==> src/rtl/line_buffer_control_generic.sv <==
// line_buffer_control_generic: window/padding control for a column-major K x K line buffer.
// Ports: clk, rst (async, active-high); sof restarts a frame; input_valid marks a pixel;
//   busy is high while internal flush ticks drain the last columns; output_valid qualifies
//   is_pad (per-tap padding flags, bit kx*K+ky), out_x/out_y (window centre);
//   frame_done flags the last window of a frame.
module line_buffer_control_generic #(
  parameter int IN_H = 3,
  parameter int IN_W = 3,
  parameter int K = 3,
  parameter int STRIDE = 1,
  parameter bit PAD_SAME = 1
) (
  input  logic clk,
  input  logic rst,
  input  logic sof,
  input  logic input_valid,
  output logic busy,
  output logic output_valid,
  output logic [K*K-1:0] is_pad,
  output logic [11:0] out_x,
  output logic [11:0] out_y,
  output logic frame_done
);
  localparam int P = (K - 1) / 2;
  localparam int L = P * IN_H + P;
  localparam int N = IN_H * IN_W;
  localparam int CW = $clog2(N + L + 1);
  localparam bit FL = PAD_SAME && P > 0;
  // Parity of emitted centres when STRIDE = 2.
  localparam bit PH = PAD_SAME ? 1'b0 : P % 2 == 1;
  // Last emitted centre; the frame ends on the tick that addresses it.
  localparam int LX = PAD_SAME ? ((IN_W - 1) / STRIDE) * STRIDE : P + ((IN_W - 1 - 2 * P) / STRIDE) * STRIDE;
  localparam int LY = PAD_SAME ? ((IN_H - 1) / STRIDE) * STRIDE : P + ((IN_H - 1 - 2 * P) / STRIDE) * STRIDE;
  typedef enum logic [2:0] {IDLE, FILL, RUN, FLUSH, DONE} state_t;
  state_t state, state_n;
  logic [CW-1:0] t;
  logic [11:0] cx, cy;
  logic tick, addr, emit, last, in_x, in_y, ph;
  logic [K*K-1:0] pad;
  assign busy = state == FLUSH;
  assign tick = busy || ((state == FILL || state == RUN) && input_valid);
  // Ticks before L only prime the line buffer; afterwards each tick addresses the next centre.
  assign addr = tick && int'(t) >= L;
  assign in_x = PAD_SAME || (int'(cx) >= P && int'(cx) <= IN_W - 1 - P);
  assign in_y = PAD_SAME || (int'(cy) >= P && int'(cy) <= IN_H - 1 - P);
  assign ph = STRIDE == 1 || (cx[0] == PH && cy[0] == PH);
  assign emit = addr && in_x && in_y && ph;
  assign last = emit && int'(cx) == LX && int'(cy) == LY;
  for (genvar i = 0; i < K; i++) begin : g_x
    for (genvar j = 0; j < K; j++) begin : g_y
      assign pad[i*K+j] = PAD_SAME && (int'(cx) + i - P < 0 || int'(cx) + i - P > IN_W - 1 ||
                                       int'(cy) + j - P < 0 || int'(cy) + j - P > IN_H - 1);
    end
  end
  always_comb begin
    state_n = state;
    if (sof) state_n = FILL;
    else if (last) state_n = DONE;
    else if (state == DONE) state_n = IDLE;
    else if (state == FILL && (int'(t) >= L || (tick && int'(t) == L - 1))) state_n = RUN;
    else if (state == RUN && FL && tick && int'(t) == N - 1) state_n = FLUSH;
  end
  always_ff @(posedge clk or posedge rst) begin
    if (rst) begin
      state <= IDLE;
      t <= '0;
      cx <= '0;
      cy <= '0;
      output_valid <= 1'b0;
      frame_done <= 1'b0;
      is_pad <= '0;
      out_x <= '0;
      out_y <= '0;
    end else begin
      state <= state_n;
      output_valid <= !sof && emit;
      frame_done <= !sof && last;
      if (sof) begin
        t <= CW'(input_valid);
        cx <= '0;
        cy <= '0;
        is_pad <= '0;
        out_x <= '0;
        out_y <= '0;
      end else begin
        if (tick) t <= t + CW'(1);
        if (addr) begin
          cy <= int'(cy) == IN_H - 1 ? '0 : cy + 12'd1;
          cx <= (int'(cy) == IN_H - 1 && int'(cx) != IN_W - 1) ? cx + 12'd1 : cx;
        end
        if (emit) begin
          is_pad <= pad;
          out_x <= cx;
          out_y <= cy;
        end
      end
    end
  end
endmodule
==> config.mk <==
export PLATFORM = sky130hd
export DESIGN_NAME = line_buffer_control_generic
export DESIGN_NICKNAME = d
export VERILOG_FILES = /design/src/rtl/line_buffer_control_generic.sv
export SDC_FILE = /design/constraint.sdc
export NUM_CORES = 1
export LEC_CHECK = 0
export BUFFER_PORTS_ARGS = -buffer_cell sky130_fd_sc_hd__buf_2
export CAP_MARGIN = 5
export CELL_PAD_IN_SITES_DETAIL_PLACEMENT = 0
export CELL_PAD_IN_SITES_GLOBAL_PLACEMENT = 1
export CORE_MARGIN = 2
export CORE_UTILIZATION = 40
export CTS_CLUSTER_DIAMETER = 150
export DETAILED_ROUTE_END_ITERATION = 16
export PLACE_DENSITY_LB_ADDON = 0.05
export SETUP_SLACK_MARGIN = 0.1
export SYNTH_ARGS = -nofsm -noshare
export SYNTH_HDL_FRONTEND = slang
export SYNTH_SLANG_ARGS = --single-unit
==> constraint.sdc <==
create_clock -name clk -period 3.4 [get_ports clk]
set_clock_uncertainty 0.05 [all_clocks]
set_input_delay 0.68 -clock clk [delete_from_list [all_inputs] [get_ports clk]]
set_output_delay 0.68 -clock clk [all_outputs]
set_load 0.01 [all_outputs]
==> impl_metrics.env, run 1 <==
export IMPL_status="finished, final reports clean"
export IMPL_worstMarginPinSlew_ns=0.998
export IMPL_placed_cells=543
export IMPL_internal_power_uw=1170
export IMPL_comb_power_share_pct=6.6
export IMPL_rsz0062_at_grt="false"
export IMPL_ctsResizeCount=0
export IMPL_fin_crit_sh_pct=79.4
export IMPL_gp_congestion=0.787
export IMPL_cap_viol_max_count=0
export IMPL_p_sw_share_pct=25.2
export IMPL_fp_row_count=34
export IMPL_synth_seq_area_share_pct=45.6
export IMPL_cts_sinks=66
export IMPL_ys_top_cells_by_area="dfrtp_1 46%, nand2_1 7.5%, a21oi_1 6.9%, ha_1 4.1%, o21ai_0 4.1%"
export IMPL_routed_wl_um=9490
export IMPL_p_seq_share_pct=52.0
export IMPL_cts_buffers_inserted=9
export IMPL_crit_path_max_fanout=10
export IMPL_routed_via_density=5.48
export IMPL_detail_route_wl_per_cell_um=17.0
export IMPL_syn_cell_area_sq_um=3620
export IMPL_io_pins=40
export IMPL_synth_warnings=0
export IMPL_synth_cells=425
export IMPL_crit_path_end_kind="flop"
export IMPL_peakVddDrop_mv=0.190
export IMPL_min_path_type="input port to asynchronous set/reset pin"
export IMPL_drc=0
export IMPL_placed_area_sq_um=3850
export IMPL_numPortBuffers=39
export IMPL_dp_final_hpwl_um=6440
export IMPL_antenna_found_initial=0
export IMPL_switchingPower_uw=393
export IMPL_met2_usage_pct=29.2
export IMPL_period_needed_ns=2.70
export IMPL_final_nets=462
export IMPL_instances_no_fill=559
export IMPL_synthArstFlopShare_pct=100
export IMPL_clockBufferDepth=2
export IMPL_cp_arrival_ns=2.83
export IMPL_use_met1_pct=32.4
export IMPL_grt_pass1_wl_um=16000
export IMPL_leakagePower_uw=0.00178
export IMPL_yosysTopAreaCellShare_pct=45.6
export IMPL_grt_ovfl_total=0
export IMPL_die_w_um=99.1
export IMPL_final_max_slew_viol_count=0
export IMPL_multi_input_area_sq_um=1750
export IMPL_die_h_um=99.1
export IMPL_syn_avg_cell_area_sq_um=8.52
export IMPL_grt_use_total_pct=20.6
export IMPL_grt_max_degree=46
export IMPL_critPathKind="flop to flop"
export IMPL_synth_distinct_cells=47
export IMPL_synth_ff_type="dfrtp_1"
export IMPL_relSlewSlack_pct=31.7
export IMPL_drive_gt1_share_pct=14.4
export IMPL_fp_dieArea_sq_um=9830
export IMPL_grt_use_met3_pct=2.95
export IMPL_regArea_sq_um=1650
export IMPL_cts_tree="built"
export IMPL_design_area_sq_um=4040
export IMPL_setup_viol=0
export IMPL_start_kind="flop"
export IMPL_power_uw=1560
export IMPL_first_global_vias=3018
export IMPL_drtAntennaViolNets=0
export IMPL_crit_required_ns=3.53
export IMPL_finalHoldViolations=0
export IMPL_fmax_mhz=370
export IMPL_vias=3066
export IMPL_syn2layout_area_growth_pct=11.5
export IMPL_clk_pin_slew_ns=0.08
export IMPL_core_area_sq_um=8760
export IMPL_hold_buffers=0
export IMPL_clk_insertion_delay_late_ns=0.34
export IMPL_post_cts_buffers=0
export IMPL_initial_core_util_pct=41.3
export IMPL_synth_edf_count=0
export IMPL_cts_root_buffer="clkbuf_8"
export IMPL_tns_ns=0
export IMPL_nFillCells=903
export IMPL_synth_seq_cells=66
export IMPL_diodes=0
export IMPL_drtIter0Drc=222
export IMPL_first_pass_iters=4
export IMPL_busiest_layer="met1"
export IMPL_p_per_area_nw_per_um2=387
export IMPL_cts_max_level=3
export IMPL_yosys_area_top_type="dfrtp_1"
export IMPL_syn_nets=441
export IMPL_p_clk_share_pct=41.3
export IMPL_whs_ns=0.251
[per-stage QoR]
step                setup slack, ns  util, %
CTS                           0.579     46.1
detailed placement            0.551     43.9
floorplan                      1.02        -
global placement              0.595     43.9
global route                  0.418     46.1
finish                        0.699     46.1
[per-layer routing]
metal / routed length (um) / share of wire [%]
met1: 4910 / 52
met4: 125 / 1.3
met5: 0 / 0
met3: 464 / 4.9
met2: 3980 / 42
[synthesized netlist by cell type (4+ instances only)]
library cell / number
a31oi_1: 4
xnor2_1: 13
buf_2: 4
dfrtp_1: 66
ha_1: 12
nand2_1: 72
clkbuf_1: 29
nor4_1: 7
a21oi_1: 50
o21ai_0: 30
inv_1: 18
or3_1: 7
nand4_1: 9
nand3_1: 10
and3_1: 4
nor2_1: 26
nor3_1: 16
[critical path: stages (launching register included)]
cell and delay [ns]:
dfrtp_1 0.50, ha_1 0.35, a211o_1 0.31, a21boi_0 0.17, mux2i_1 0.10, a2111oi_0 0.89
a31oi_1 0.17
[path summary, 6_finish.rpt]
check,from,slack (ns),end,cells past startpoint
worst max-delay path,cx[0],0.70,is_pad[8],6
max in group asynchronous,rst,2.34,t[3],3
worst min-delay path,rst,0.25,cy[5],2
min in group clk,out_y[9],0.47,out_y[9],2
worst max register to register,cx[0],0.70,is_pad[8],6
worst min register to register,out_y[9],0.47,out_y[9],2
[power groups by stage]
stage	combinational [uW]	sequential, uW	clock [uW]
after global routing	121	815	700
final	104	812	645
after CTS	106	812	663
after global placement	105	827	0
after detailed placement	106	827	0
after floorplan	72.0	825	0
[layout by cell type (no fill, tap or decap), drive strengths merged, types with 4 or more instances in the layout]
| master | n |
|---|---|
| nand2 | 72 |
| dfrtp | 66 |
| a21oi | 50 |
| buf | 46 |
| o21ai | 30 |
| nor2 | 26 |
| inv | 18 |
| nor3 | 17 |
| xnor2 | 13 |
| ha | 12 |
| clkbuf | 11 |
| nand3 | 10 |
| nand4 | 10 |
| nor4 | 8 |
| or3 | 7 |
| and3 | 4 |
| a31oi | 4 |
[cell families (layout without fill, tap and decap cells)]
group | count (synthesis) | after routing | share of synthesized area, %
simple gates | 163 | 163 | 21.5
compound gates | 111 | 111 | 18.0
flops | 66 | 66 | 45.6
buf+inv | 54 | 80 | 6.05
xor+xnor | 16 | 16 | 3.87
fa+ha+maj | 13 | 13 | 4.42
mux | 2 | 2 | 0.553
[registers in the layout, indices dropped and copies added (netlist names)]
register and cells:
cx 12, out_y 12, out_x 12, output_valid 1
t 4, cy 12, state 3, is_pad 9
frame_done 1
[final cells by class]
cell class	count	share of cell area, %
well taps	108	3.35
clock inverters	5	1.36
multi-input cells	305	43.3
flip-flops and latches	66	40.9
clock buffers	11	3.25
inverters	18	1.67
repair buffers	46	6.14
Power figures use the tool's default switching activity.
==> run 2: changes to the inputs <==
Clock period 3.4 ns to 2.3 ns, I/O delays scaled along.
==> run 2 against run 1 <==
Net effect: largest power group unchanged; via count increased by 6.0%; highest routed layer unchanged; flip-flop and latch count unchanged; sequential share of layout area decreased by 2.9 points; die area unchanged; routed wire length increased by 2.2%; combinational power increased by 59%; maximum frequency increased by 31%; first-iteration DRC count decreased by 12%.
==> impl_metrics.env, run 2 (synthesized netlist as in run 1, its figures left out) <==
export IMPL_fin_crit_sh_pct=89.8
export IMPL_r2r_cells=6
export IMPL_cts_max_level=3
export IMPL_mostFrequentLayoutCells="72 x nand2_1, 65 x dfrtp_1, 50 x a21oi_1, 39 x buf_2, 39 x buf_4"
export IMPL_diodes=0
export IMPL_power_uw=2450
export IMPL_status="finished, final reports clean"
export IMPL_vias=3251
export IMPL_p_per_area_nw_per_um2=564
export IMPL_cp_num_cells=6
export IMPL_drtIter0Drc=196
export IMPL_crit_path_end="cx[7]"
export IMPL_core_area_sq_um=8760
export IMPL_rsz0062_at_grt="true"
export IMPL_cts_sinks=66
export IMPL_drive_gt1_share_pct=21.3
export IMPL_final_common_cell="nand2_1"
export IMPL_slowest_delay_ns=0.48
export IMPL_numPortBuffers=39
export IMPL_syn2layout_area_growth_pct=20.2
export IMPL_crit_required_ns=2.51
export IMPL_rrSetupSlack_ns=0.24
export IMPL_final_max_slew_viol_count=0
export IMPL_crit_family="simple AND/OR/NAND/NOR gates"
export IMPL_tns_ns=0
export IMPL_min_path_type="input port to asynchronous set/reset pin"
export IMPL_crit_path_max_fanout=7
export IMPL_die_w_um=99.1
export IMPL_routed_via_density=5.49
export IMPL_drtAntennaViolNets=0
export IMPL_timing_rr_start="cx[5]"
export IMPL_first_global_vias=3102
export IMPL_finalHoldViolations=0
export IMPL_relSlewSlack_pct=68.1
export IMPL_cts_root_buffer="clkbuf_8"
export IMPL_r2r_end="cx[7]"
export IMPL_die_h_um=99.1
export IMPL_critPathKind="flop to flop"
export IMPL_crit_chain="nor3_1, and4_1, a211o_1, buf_4, or3_1, a21oi_1"
export IMPL_routed_wl_um=9690
export IMPL_io_pins=40
export IMPL_worstMarginPinSlew_ns=0.477
export IMPL_period_needed_ns=2.06
export IMPL_cts_tree="built"
export IMPL_clk_pin_slew_ns=0.07
export IMPL_drc=0
export IMPL_detail_route_wl_per_cell_um=16.4
export IMPL_fmax_mhz=484
export IMPL_fp_dieArea_sq_um=9830
export IMPL_cp_arrival_ns=2.27
export IMPL_final_nets=495
export IMPL_gp_congestion=0.856
export IMPL_grt_pass1_wl_um=16300
export IMPL_grt_ovfl_total=0
export IMPL_grt_max_degree=50
export IMPL_clk_insertion_delay_late_ns=0.33
export IMPL_leakagePower_uw=0.00198
export IMPL_crit_path_end_kind="flop"
export IMPL_crit_buf_inv=1
export IMPL_peakVddDrop_mv=0.311
export IMPL_slowest_stage="dfrtp_1"
export IMPL_first_pass_iters=4
export IMPL_grt_use_total_pct=21.0
export IMPL_dp_final_hpwl_um=7000
export IMPL_setup_viol=0
export IMPL_fp_row_count=34
export IMPL_antenna_found_initial=0
export IMPL_cap_viol_max_count=0
export IMPL_initial_core_util_pct=41.3
export IMPL_clockBufferDepth=2
export IMPL_start_kind="flop"
export IMPL_cts_buffers_inserted=9
export IMPL_startpoint="cx[5]"
run 2: through the flow:
stage	utilization, %	instance area (sq um)	hold slack, ns	instances	setup WS, ns
after floorplan	-	3620	0.485	425	0.135
after global placement	46.9	4110	0.439	576	0.0711
after detailed placement	46.9	4110	0.439	576	0.124
after CTS	49.4	4330	0.0663	592	0.182
after global routing	49.6	4350	0.0931	592	0.0855
final	49.6	4350	0.0723	592	0.235
run 2: layer usage:
metal  track usage, %  part of all wire (%)
met5                0                     0
met1             33.1                    52
met3             2.95                   4.7
met4             6.64                  0.58
met2             29.7                    42
run 2: repair_timing:
| action | 4_1_cts | 5_1_grt |
|---|---|---|
| hold endpoints to repair | 0 | 0 |
| hold buffers | 0 | 0 |
| setup buffers | 0 | 0 |
| gates resized for setup | 0 | 6 |
| setup endpoints to repair | 0 | 10 |
run 2: area by class of cell:
type	instances	area, sq um
Clock inverter	5	77.6
Inverter	18	67.6
Clock buffer	11	141
Multi-Input combinational cell	305	1770
Timing Repair Buffer	79	508
Fill cell	856	4410
Tap cell	108	135
Sequential cell	66	1650
run 2: how the worst min path moves through the flow:
stage | from | end | slack (ns) | cells past startpoint
2_1_floorplan | state[2] | state[2] | 0.48 | 2
3_3_place_gp | rst | out_y[0] | 0.44 | 2
3_5_place_dp | rst | output_valid | 0.44 | 2
4_1_cts | rst | output_valid | 0.07 | 2
5_1_grt | rst | output_valid | 0.09 | 2
6_report | rst | output_valid | 0.07 | 2
run 2: report_power, final:
group | internal [uW] | total, uW | switching (uW) | leakage [uW]
Clock | 637 | 1090 | 451 | 0.000109
Combinational | 54.9 | 165 | 110 | 0.000957
Sequential | 1180 | 1200 | 20.8 | 0.000912
==> run 3: changes to the inputs <==
Settings changed: PLACE_DENSITY from default to 0.73, PLACE_DENSITY_LB_ADDON 0.05 to default.
==> run 3 against run 2 <==
Net effect: worst setup slack worse by 0.012 ns; cell area down 1.2%; utilization down 0.61 points; non-clock buffer count unchanged; power down 8.7%; critical path depth down 1; sequential power about the same; critical endpoint is now cx[5].
==> impl_metrics.env, run 3 (synthesized netlist as in run 1, its figures left out) <==
export IMPL_status="finished, final reports clean"
export IMPL_leakagePower_uw=0.00195
export IMPL_initial_core_util_pct=41.3
export IMPL_drtAntennaViolNets=0
export IMPL_period_needed_ns=2.08
export IMPL_fmax_mhz=481
export IMPL_power_uw=2240
export IMPL_drtIter0Drc=202
export IMPL_grt_ovfl_total=0
export IMPL_start_kind="flop"
export IMPL_min_path_type="input port to asynchronous set/reset pin"
export IMPL_final_common_cell="nand2_1"
export IMPL_clk_insertion_delay_late_ns=0.34
export IMPL_dp_final_hpwl_um=6500
export IMPL_io_pins=40
export IMPL_p_seq_share_pct=53.6
export IMPL_comb_power_share_pct=7.5
export IMPL_routed_via_density=5.56
export IMPL_rsz0062_at_grt="false"
export IMPL_die_h_um=99.1
export IMPL_switchingPower_uw=588
export IMPL_vias=3289
export IMPL_cap_viol_max_count=0
export IMPL_r2r_cells=5
export IMPL_mostFrequentLayoutCells="72 x nand2_1, 65 x dfrtp_1, 50 x a21oi_1, 39 x buf_2, 39 x buf_4"
export IMPL_p_sw_share_pct=26.2
export IMPL_tns_ns=0
export IMPL_cts_buffers_inserted=9
export IMPL_syn2layout_area_growth_pct=18.7
export IMPL_die_w_um=99.1
export IMPL_grt_pass1_wl_um=15800
export IMPL_antenna_found_initial=0
export IMPL_place_ws_ns=0.0682
export IMPL_finalHoldViolations=0
export IMPL_grt_max_degree=67
export IMPL_final_nets=495
export IMPL_gp_congestion=0.912
export IMPL_crit_required_ns=2.51
export IMPL_grt_use_total_pct=20.0
export IMPL_fin_crit_sh_pct=90.3
export IMPL_layout_setup_ws_ns=0.223
export IMPL_cts_tree="built"
export IMPL_drc=0
export IMPL_cts_max_level=3
export IMPL_crit_path_end_kind="flop"
export IMPL_fp_row_count=34
export IMPL_cts_sinks=66
export IMPL_first_pass_iters=4
export IMPL_numPortBuffers=39
export IMPL_drive_gt1_share_pct=21.1
export IMPL_clockBufferDepth=2
export IMPL_final_util_pct=49.0
export IMPL_critPathKind="flop to flop"
export IMPL_crit_path_max_fanout=6
export IMPL_nFillCells=857
export IMPL_relSlewSlack_pct=61.0
export IMPL_fp_dieArea_sq_um=9830
export IMPL_p_clk_share_pct=38.9
export IMPL_routed_wl_um=9470
export IMPL_diodes=0
export IMPL_first_global_vias=3128
export IMPL_cp_arrival_ns=2.29
export IMPL_rrSetupSlack_ns=0.22
export IMPL_worstMarginPinSlew_ns=0.583
export IMPL_setup_viol=0
export IMPL_clk_pin_slew_ns=0.07
export IMPL_core_area_sq_um=8760
export IMPL_cts_root_buffer="clkbuf_8"
export IMPL_p_per_area_nw_per_um2=522
export IMPL_internal_power_uw=1650
export IMPL_final_max_slew_viol_count=0
export IMPL_peakVddDrop_mv=0.242
export IMPL_detail_route_wl_per_cell_um=16.0
run 3: changes by cell type in the layout (fill, tap and decap cells not counted):
| cell | change |
|---|---|
| bufinv_16 | -2 |
| nor3_1 | +2 |
| nor3_2 | -2 |
| a2111oi_0 | +1 |
| a2111oi_1 | -1 |
| a211oi_1 | -1 |
| a211oi_2 | +1 |
| clkinv_2 | +1 |
| clkinvlp_4 | +1 |
run 3: worst paths after layout:
| kind | start | to |
|---|---|---|
| max | cy[8] | cx[5] |
| min | rst | t[1] |
| max reg2reg | cy[8] | cx[5] |
| min reg2reg | out_y[8] | out_y[8] |
| max in group asynchronous | rst | cy[1] |
| min in group clk | input_valid | t[0] |
run 3: power by group through the flow:
stage | clock [uW] | combinational, uW | sequential [uW]
6_report | 871 | 169 | 1200
5_1_grt | 953 | 189 | 1200
4_1_cts | 892 | 170 | 1200
3_5_place_dp | 0 | 169 | 1220
3_3_place_gp | 0 | 163 | 1220
2_1_floorplan | 0 | 106 | 1220
run 3: cell type report:
type	count	area, sq um	share of cell area [%]
multi-input cells	305	1760	41.0
flip-flops and latches	66	1650	38.5
repair buffers	79	508	11.8
clock buffers	11	141	3.29
well taps	108	135	3.15
inverters	18	67.6	1.57
clock inverters	5	30.0	0.699
run 3: timing repair:
| action | CTS | global route |
|---|---|---|
| resized for setup | 1 | 3 |
| hold buffers | 0 | 0 |
| pin swaps | 0 | 1 |
| setup endpoints to repair | 3 | 10 |
| setup buffers | 0 | 1 |
run 3: metal layers:
layer  part of all wire (%)  vias to the layer above  GRT usage [%]
met2                     43                       73           28.1
met1                     52                     1612           31.1
met5                      0                        -              0
li1                       -                     1588              -
met3                    4.1                       16           3.44
met4                    1.4                        0           6.32
run 3: per-stage QoR:
stage / hold WS, ns / area (sq um) / instances
final: 0.132 / 4300 / 592
after detailed placement: 0.463 / 4100 / 575
after global placement: 0.456 / 4100 / 575
after CTS: 0.142 / 4280 / 591
after global routing: 0.153 / 4300 / 592
after floorplan: 0.485 / 3620 / 425
run 3: critical path, cell delays in order, from the launching register on:
cell and delay [ns]:
dfrtp_1 0.48, nor4_4 0.31, nand4_2 0.16, a211o_1 0.34, or4_1 0.51, a21oi_1 0.16
